**config.mk**
```make
export PLATFORM = sky130hd
export DESIGN_NAME = sprite_rom_arbiter
export DESIGN_NICKNAME = d
export VERILOG_FILES = /design/src/rtl/sprite_rom_pkg.sv /design/src/rtl/sprite_rom_arbiter_rr_pick.sv /design/src/rtl/sprite_rom_arbiter.sv
export SDC_FILE = /design/constraint.sdc
export NUM_CORES = 1
export LEC_CHECK = 0
export CELL_PAD_IN_SITES_DETAIL_PLACEMENT = 0
export CELL_PAD_IN_SITES_GLOBAL_PLACEMENT = 2
export CORE_MARGIN = 1.5
export CORE_UTILIZATION = 23
export DETAILED_ROUTE_END_ITERATION = 6
export PLACE_DENSITY = 0.81
export SKIP_LAST_GASP = 1
export SYNTH_ARGS = -nofsm -noshare
export SYNTH_HDL_FRONTEND = slang
export SYNTH_SLANG_ARGS = --single-unit
```
**constraint.sdc**
```tcl
create_clock -name clk -period 3.85 [get_ports clk]
set_clock_uncertainty 0.05 [all_clocks]
set_input_delay 1.155 -clock clk [delete_from_list [all_inputs] [get_ports clk]]
set_output_delay 1.155 -clock clk [all_outputs]
set_load 0.005 [all_outputs]
```
**src/rtl/sprite_rom_pkg.sv**
```systemverilog
// Shared sprite ROM constants and the read-tag type.
// Used by the arbiter, the image ROM wrapper and every requester.
// No ports: package only.
package sprite_rom_pkg;

  localparam int ROM_AW      = 14;  // {y[6:0], x[6:0]}
  localparam int ROM_DW      = 12;  // 4-bit R, G, B
  localparam int ROM_LATENCY = 1;   // ROM data appears one cycle after rom_addr
  localparam int ID_W        = 3;   // port id width, enough for 8 requesters

  // One stage to cover the rom_addr register plus one per ROM latency cycle.
  localparam int TAG_DEPTH   = ROM_LATENCY + 1;

  typedef struct packed {
    logic            vld;
    logic [ID_W-1:0] id;
  } tag_t;

endpackage

```
**src/rtl/sprite_rom_arbiter_rr_pick.sv**
```systemverilog
// Round-robin picker: first requester at or above ptr_i, wrapping to the lowest index.
// Ports: req_i request vector, ptr_i search start index, win_o one-hot-or-zero winner.
// Purely combinational, no state, no backpressure.
module rr_pick
  import sprite_rom_pkg::*;
#(
  parameter int N_REQ = 4
) (
  input  logic [N_REQ-1:0] req_i,
  input  logic [ID_W-1:0]  ptr_i,
  output logic [N_REQ-1:0] win_o
);

  logic found;

  always_comb begin
    win_o = '0;
    found = 1'b0;
    // First pass: indices from ptr_i upward.
    for (int p = 0; p < N_REQ; p++) begin
      if (!found && req_i[p] && (ID_W'(p) >= ptr_i)) begin
        win_o[p] = 1'b1;
        found    = 1'b1;
      end
    end
    // Wrap-around pass: lowest requesting index below ptr_i.
    for (int p = 0; p < N_REQ; p++) begin
      if (!found && req_i[p]) begin
        win_o[p] = 1'b1;
        found    = 1'b1;
      end
    end
  end

endmodule

```
**src/rtl/sprite_rom_arbiter.sv**
```systemverilog
// Sprite ROM arbiter: port 0 (display) has priority, ports 1..N-1 share round-robin,
// with a starvation cap on port-0 runs. Grant is combinational; read data returns
// on rdata/rvalid three cycles after the grant. Requesters hold req/addr until gnt.
// Ports: clk, rst_n (sync, active-low), req/addr in, gnt out, rdata/rvalid out,
// rom_addr out to the external single-port ROM, rom_rgb in from it.
module sprite_rom_arbiter
  import sprite_rom_pkg::*;
#(
  parameter int N_REQ      = 4,
  parameter int AW         = ROM_AW,
  parameter int DW         = ROM_DW,
  parameter int STARVE_MAX = 15     // must be >= 1
) (
  input  logic                clk,
  input  logic                rst_n,
  input  logic [N_REQ-1:0]    req,
  input  logic [N_REQ*AW-1:0] addr,
  output logic [N_REQ-1:0]    gnt,
  output logic [DW-1:0]       rdata,
  output logic [N_REQ-1:0]    rvalid,
  output logic [AW-1:0]       rom_addr,
  input  logic [DW-1:0]       rom_rgb
);

  localparam int CNT_W = $clog2(STARVE_MAX + 1);

  logic [ID_W-1:0]  rr_ptr_q, rr_ptr_d;
  logic [CNT_W-1:0] starve_q, starve_d;
  logic [AW-1:0]    rom_addr_q, rom_addr_d;
  logic [DW-1:0]    rdata_q, rdata_d;
  logic [N_REQ-1:0] rvalid_q, rvalid_d;
  tag_t             tag_q [TAG_DEPTH];
  tag_t             tag_in;

  logic             others;
  logic             force_rr;
  logic             accept;
  logic [N_REQ-1:0] rr_win;
  logic [N_REQ-1:0] gnt_c;
  logic [ID_W-1:0]  gnt_id;
  logic [AW-1:0]    gnt_addr;

  // Port 0 never enters the round-robin search, so bit 0 is forced low; with
  // rr_ptr in 1..N-1 the wrap pass then lands on port 1.
  rr_pick #(.N_REQ(N_REQ)) u_rr_pick (
    .req_i ({req[N_REQ-1:1], 1'b0}),
    .ptr_i (rr_ptr_q),
    .win_o (rr_win)
  );

  always_comb begin
    others   = |req[N_REQ-1:1];
    force_rr = others && (starve_q == CNT_W'(STARVE_MAX));

    gnt_c = '0;
    if (!rst_n) begin
      gnt_c = '0;
    end else if (req[0] && !force_rr) begin
      gnt_c[0] = 1'b1;
    end else begin
      gnt_c = rr_win;  // zero when no secondary port requests
    end
    accept = |gnt_c;

    gnt_id   = '0;
    gnt_addr = '0;
    for (int i = 0; i < N_REQ; i++) begin
      if (gnt_c[i]) begin
        gnt_id   = ID_W'(i);
        gnt_addr = addr[i*AW +: AW];
      end
    end

    // Counts only port-0 grants that make someone else wait; anything else clears.
    starve_d = (gnt_c[0] && others) ? starve_q + CNT_W'(1) : '0;

    rr_ptr_d = rr_ptr_q;
    if (accept && !gnt_c[0]) begin
      rr_ptr_d = (gnt_id == ID_W'(N_REQ - 1)) ? ID_W'(1) : gnt_id + ID_W'(1);
    end

    rom_addr_d = accept ? gnt_addr : rom_addr_q;

    tag_in.vld = accept;
    tag_in.id  = gnt_id;

    for (int i = 0; i < N_REQ; i++) begin
      rvalid_d[i] = tag_q[TAG_DEPTH-1].vld && (tag_q[TAG_DEPTH-1].id == ID_W'(i));
    end
    rdata_d = tag_q[TAG_DEPTH-1].vld ? rom_rgb : rdata_q;
  end

  always_ff @(posedge clk) begin
    if (!rst_n) begin
      rr_ptr_q   <= ID_W'(1);
      starve_q   <= '0;
      rom_addr_q <= '0;
      rdata_q    <= '0;
      rvalid_q   <= '0;
      for (int s = 0; s < TAG_DEPTH; s++) begin
        tag_q[s] <= '0;
      end
    end else begin
      rr_ptr_q   <= rr_ptr_d;
      starve_q   <= starve_d;
      rom_addr_q <= rom_addr_d;
      rdata_q    <= rdata_d;
      rvalid_q   <= rvalid_d;
      tag_q[0]   <= tag_in;
      for (int s = 1; s < TAG_DEPTH; s++) begin
        tag_q[s] <= tag_q[s-1];
      end
    end
  end

  assign gnt      = gnt_c;
  assign rdata    = rdata_q;
  assign rvalid   = rvalid_q;
  assign rom_addr = rom_addr_q;

endmodule
```
==> impl_metrics.csv <==
group,metric,value,unit
run_status,outcome,"finished clean",
global_routing,grt_usage,14.0,%
yosys,synth_cells,207,
place,gp_congestion,0.812,
yosys,ys_warn_count,0,
worst_setup_path,path_cells,"clkdlybuf4s50_1, or4b_4, o211ai_4, buf_12, nor2_4, clkdlybuf4s15_1",
clock_tree,cts_max_path_buffers,2,
clock_tree,cts_root_buffer,"clkbuf_8",
global_routing,grt_max_degree,37,
detailed_routing,dr.max_layer_used,"met4",
worst_setup_path,cp_num_buf_inv,3,
sta,timing.final.hold_violations,0,
yosys,yosysMostFrequentCell,"dfxtp_1",
yosys,syn_area_per_cell,10.6,um^2
pwr,power.leakage,0.00123,uW
yosys,ys_ff_latch,42,
detailed_routing,viasPerCell,4.66,
clock_tree,clkLatencyLatePin,300,ps
clock_tree,htreeDepth,2,
clock_tree,cts.clk_slew.worst_paths,90,ps
yosys,yosysTopAreaCell,"dfxtp_1",
detailed_routing,avgRoutedWirePerCell,15.6,um
sta,final-max-slew-violation-count,0,
sta,grt_setup_unrepaired,"yes",
worst_setup_path,setup.worst_path.end_class,"output port",
sta,setup_viol,0,
yosys,synth_async_sr_flop_share,0,%
sta,tightest_slew,879,ps
global_routing,grt_pass1_vias,2182,
worst_setup_path,path_max_fanout,5,
global_routing,antenna_found_initial,0,
yosys,synth_flop_cell,"dfxtp_1",
worst_setup_path,worstPathArrival,2640,ps
sta,fmax,0.260,GHz
worst_setup_path,rrSetupSlack,1500,ps
place,detailed_place.area,3440,um^2
yosys,syn_area,2190,um^2
min_path,min_path_type,"flip-flop to flip-flop",
floorplan,num_rows,35,
yosys,synth_top_area_share,38.3,%
worst_setup_path,critPathSlowestCell,"or4b_4",
sta,finalCritPeriodShare,99.9,%
floorplan,ios,108,
global_routing,grt_overflow,0,
finish,drive_gt1_share,20.1,%
pwr,p_per_area,289,nW/um^2
finish,finalInstanceArea,3590,um^2
finish,antenna_cells,0,
sta,setup_tns,0,ps
detailed_routing,route.met3.wl,433,um
yosys,ys_seq_area_share,38.3,%
floorplan,start_util,23.8,%
place,numPortBuffers,107,
worst_setup_path,cp_slowest_stage_delay,510,ps
run,cap_viol_max_count,0,
worst_setup_path,cp-start-kind,"input pin",
detailed_routing,vias,2105,
sta,holdWs,401,ps
floorplan,core_area,9240,um^2
sta,slew_headroom,41.3,%
detailed_routing,first_iter_violations,83,
clock_tree,cts_tree,"yes",
clock_tree,cts_sinks,42,
detailed_routing,first_pass_iters,4,
detailed_routing,postRouteWirelength,7.05,mm
floorplan,die_y,101,um
detailed_routing,drc,0,
worst_setup_path,critPathTopFamily,"buffers and inverters",
floorplan,dieArea,10100,um^2
yosys,ys_top_cells_by_area,"dfxtp_1 (38%), a221oi_2 (6.8%), mux2i_1 (5.5%), o221ai_1 (5.2%), o22a_1 (5.2%)",
yosys,synth_edf_count,0,
finish,final_util,38.8,%
finish,final_cells,452,
sta,layout_min_cycle_time,3850,ps
finish,fin_nets,398,
finish,area_growth_syn_to_layout,63.4,%
clock_tree,cts_buffers,5,
yosys,syn-num-nets,283,
place,dp.cells,441,
floorplan,die_w,101,um
detailed_routing,met1_length,3.19,mm
yosys,ys_types,43,
worst_setup_path,critPathRequiredTime,2640,ps
worst_setup_path,path_class,"input pin to output port",
place,dp_hpwl,4.95,mm
detailed_routing,ant_nets,0,
yosys,yosys-top-cells-count,"dfxtp_1 (42), nor2b_1 (14), o221ai_1 (13), o22a_1 (13), mux2i_1 (12)",
clock_tree,cts_hold_buf,0,
global_routing,grt_pass1_wl,11.0,mm
pwr,max-vdd-ir-drop,0.128,mV
detailed_routing,wl_met2,3.38,mm
## power by group
part,internal [uW],leakage (uW),switching (uW),total (uW)
sequential,458,0.000345,20.3,478
combinational,161,0.000836,94.7,255
clock,131,0.0000447,171,302
total,750,0.00123,286,1040
## cells by family (layout without fill, tap and decap cells)
kind of cell               count (synthesis)  count (layout)  share of synthesized area [%]
DFF                                       42              42                           38.3
xor gates and xnor gates                   2               2                          0.798
buffers and inverters                     22             138                           5.81
and+or+nand+nor                           46              46                           13.3
adders and majority gates                  2               2                           1.14
AOI/OAI and AO/OA                         81              81                           35.1
muxes                                     12              12                           5.47
## placed cells by master (no fill, tap or decap), types with 2 or more instances in the layout
| cell type | synthesis | routed |
|---|---|---|
| and2_1 | 4 | 4 |
| nor2_2 | 2 | 2 |
| nand2b_1 | 2 | 2 |
| a22oi_2 | 9 | 9 |
| nor2_1 | 5 | 5 |
| clkbuf_8 | 0 | 5 |
| mux2i_1 | 12 | 12 |
| a21oi_2 | 10 | 10 |
| nand2_1 | 4 | 4 |
| nor2b_1 | 14 | 14 |
| a21oi_1 | 8 | 8 |
| clkdlybuf4s50_1 | 0 | 101 |
| ha_1 | 2 | 2 |
| nand3_1 | 3 | 3 |
| dfxtp_1 | 42 | 42 |
| a221oi_2 | 10 | 10 |
| a22oi_1 | 5 | 5 |
| o22a_1 | 13 | 13 |
| a221oi_1 | 4 | 4 |
| buf_4 | 0 | 18 |
| inv_1 | 4 | 4 |
| clkdlybuf4s15_1 | 0 | 3 |
| dlymetal6s2s_1 | 0 | 2 |
| o221ai_1 | 13 | 13 |
| nor3b_1 | 3 | 3 |
## layout make-up
cell class                 instances  area, um^2
clock buffer                       5        68.8
clock inverter                     3        25.0
fill                             935        5650
timing repair buffer             126        1230
tap                              129         161
inverter                           4        15.0
sequential                        42         841
multi-input combinational        143        1240
## state kept, by name, indices dropped and copies added, names as in the netlist
| signal | cells |
|---|---|
| rdata | 12 |
| rr_ptr_q | 2 |
| starve_q | 4 |
| tag_q | 6 |
| rvalid | 4 |
| rom_addr | 14 |
## layer usage
metal / vias to the layer above / global-route usage, %
met5: - / 0
met4: 0 / 2.60
met3: 4 / 3.61
met2: 70 / 25.1
met1: 994 / 16.9
li1: 1037 / -
## per-stage QoR
stage                     power, uW  setup slack [ps]
after floorplan                 591               390
after global placement          737              -247
after detailed placement        740              -253
after CTS                      1040             -40.3
after global routing           1090             -28.5
final                          1040              2.18
## path summary, 6_finish.rpt
path	start	to	depth (start not counted)
worst max register to register	starve_q[0]	rom_addr[1]	7
worst min register to register	tag_q[0][0]	tag_q[0][4]	1
worst min-delay path	tag_q[0][0]	tag_q[0][4]	1
worst max-delay path	req[2]	gnt[1]	6
## repair_timing
item,in CTS,in global routing
pin swaps,1,0
hold endpoints to repair,0,0
setup buffers,0,3
gates cloned,0,0
gates resized for setup,8,3
setup endpoints to repair,4,3
Power figures use the tool's default switching activity.
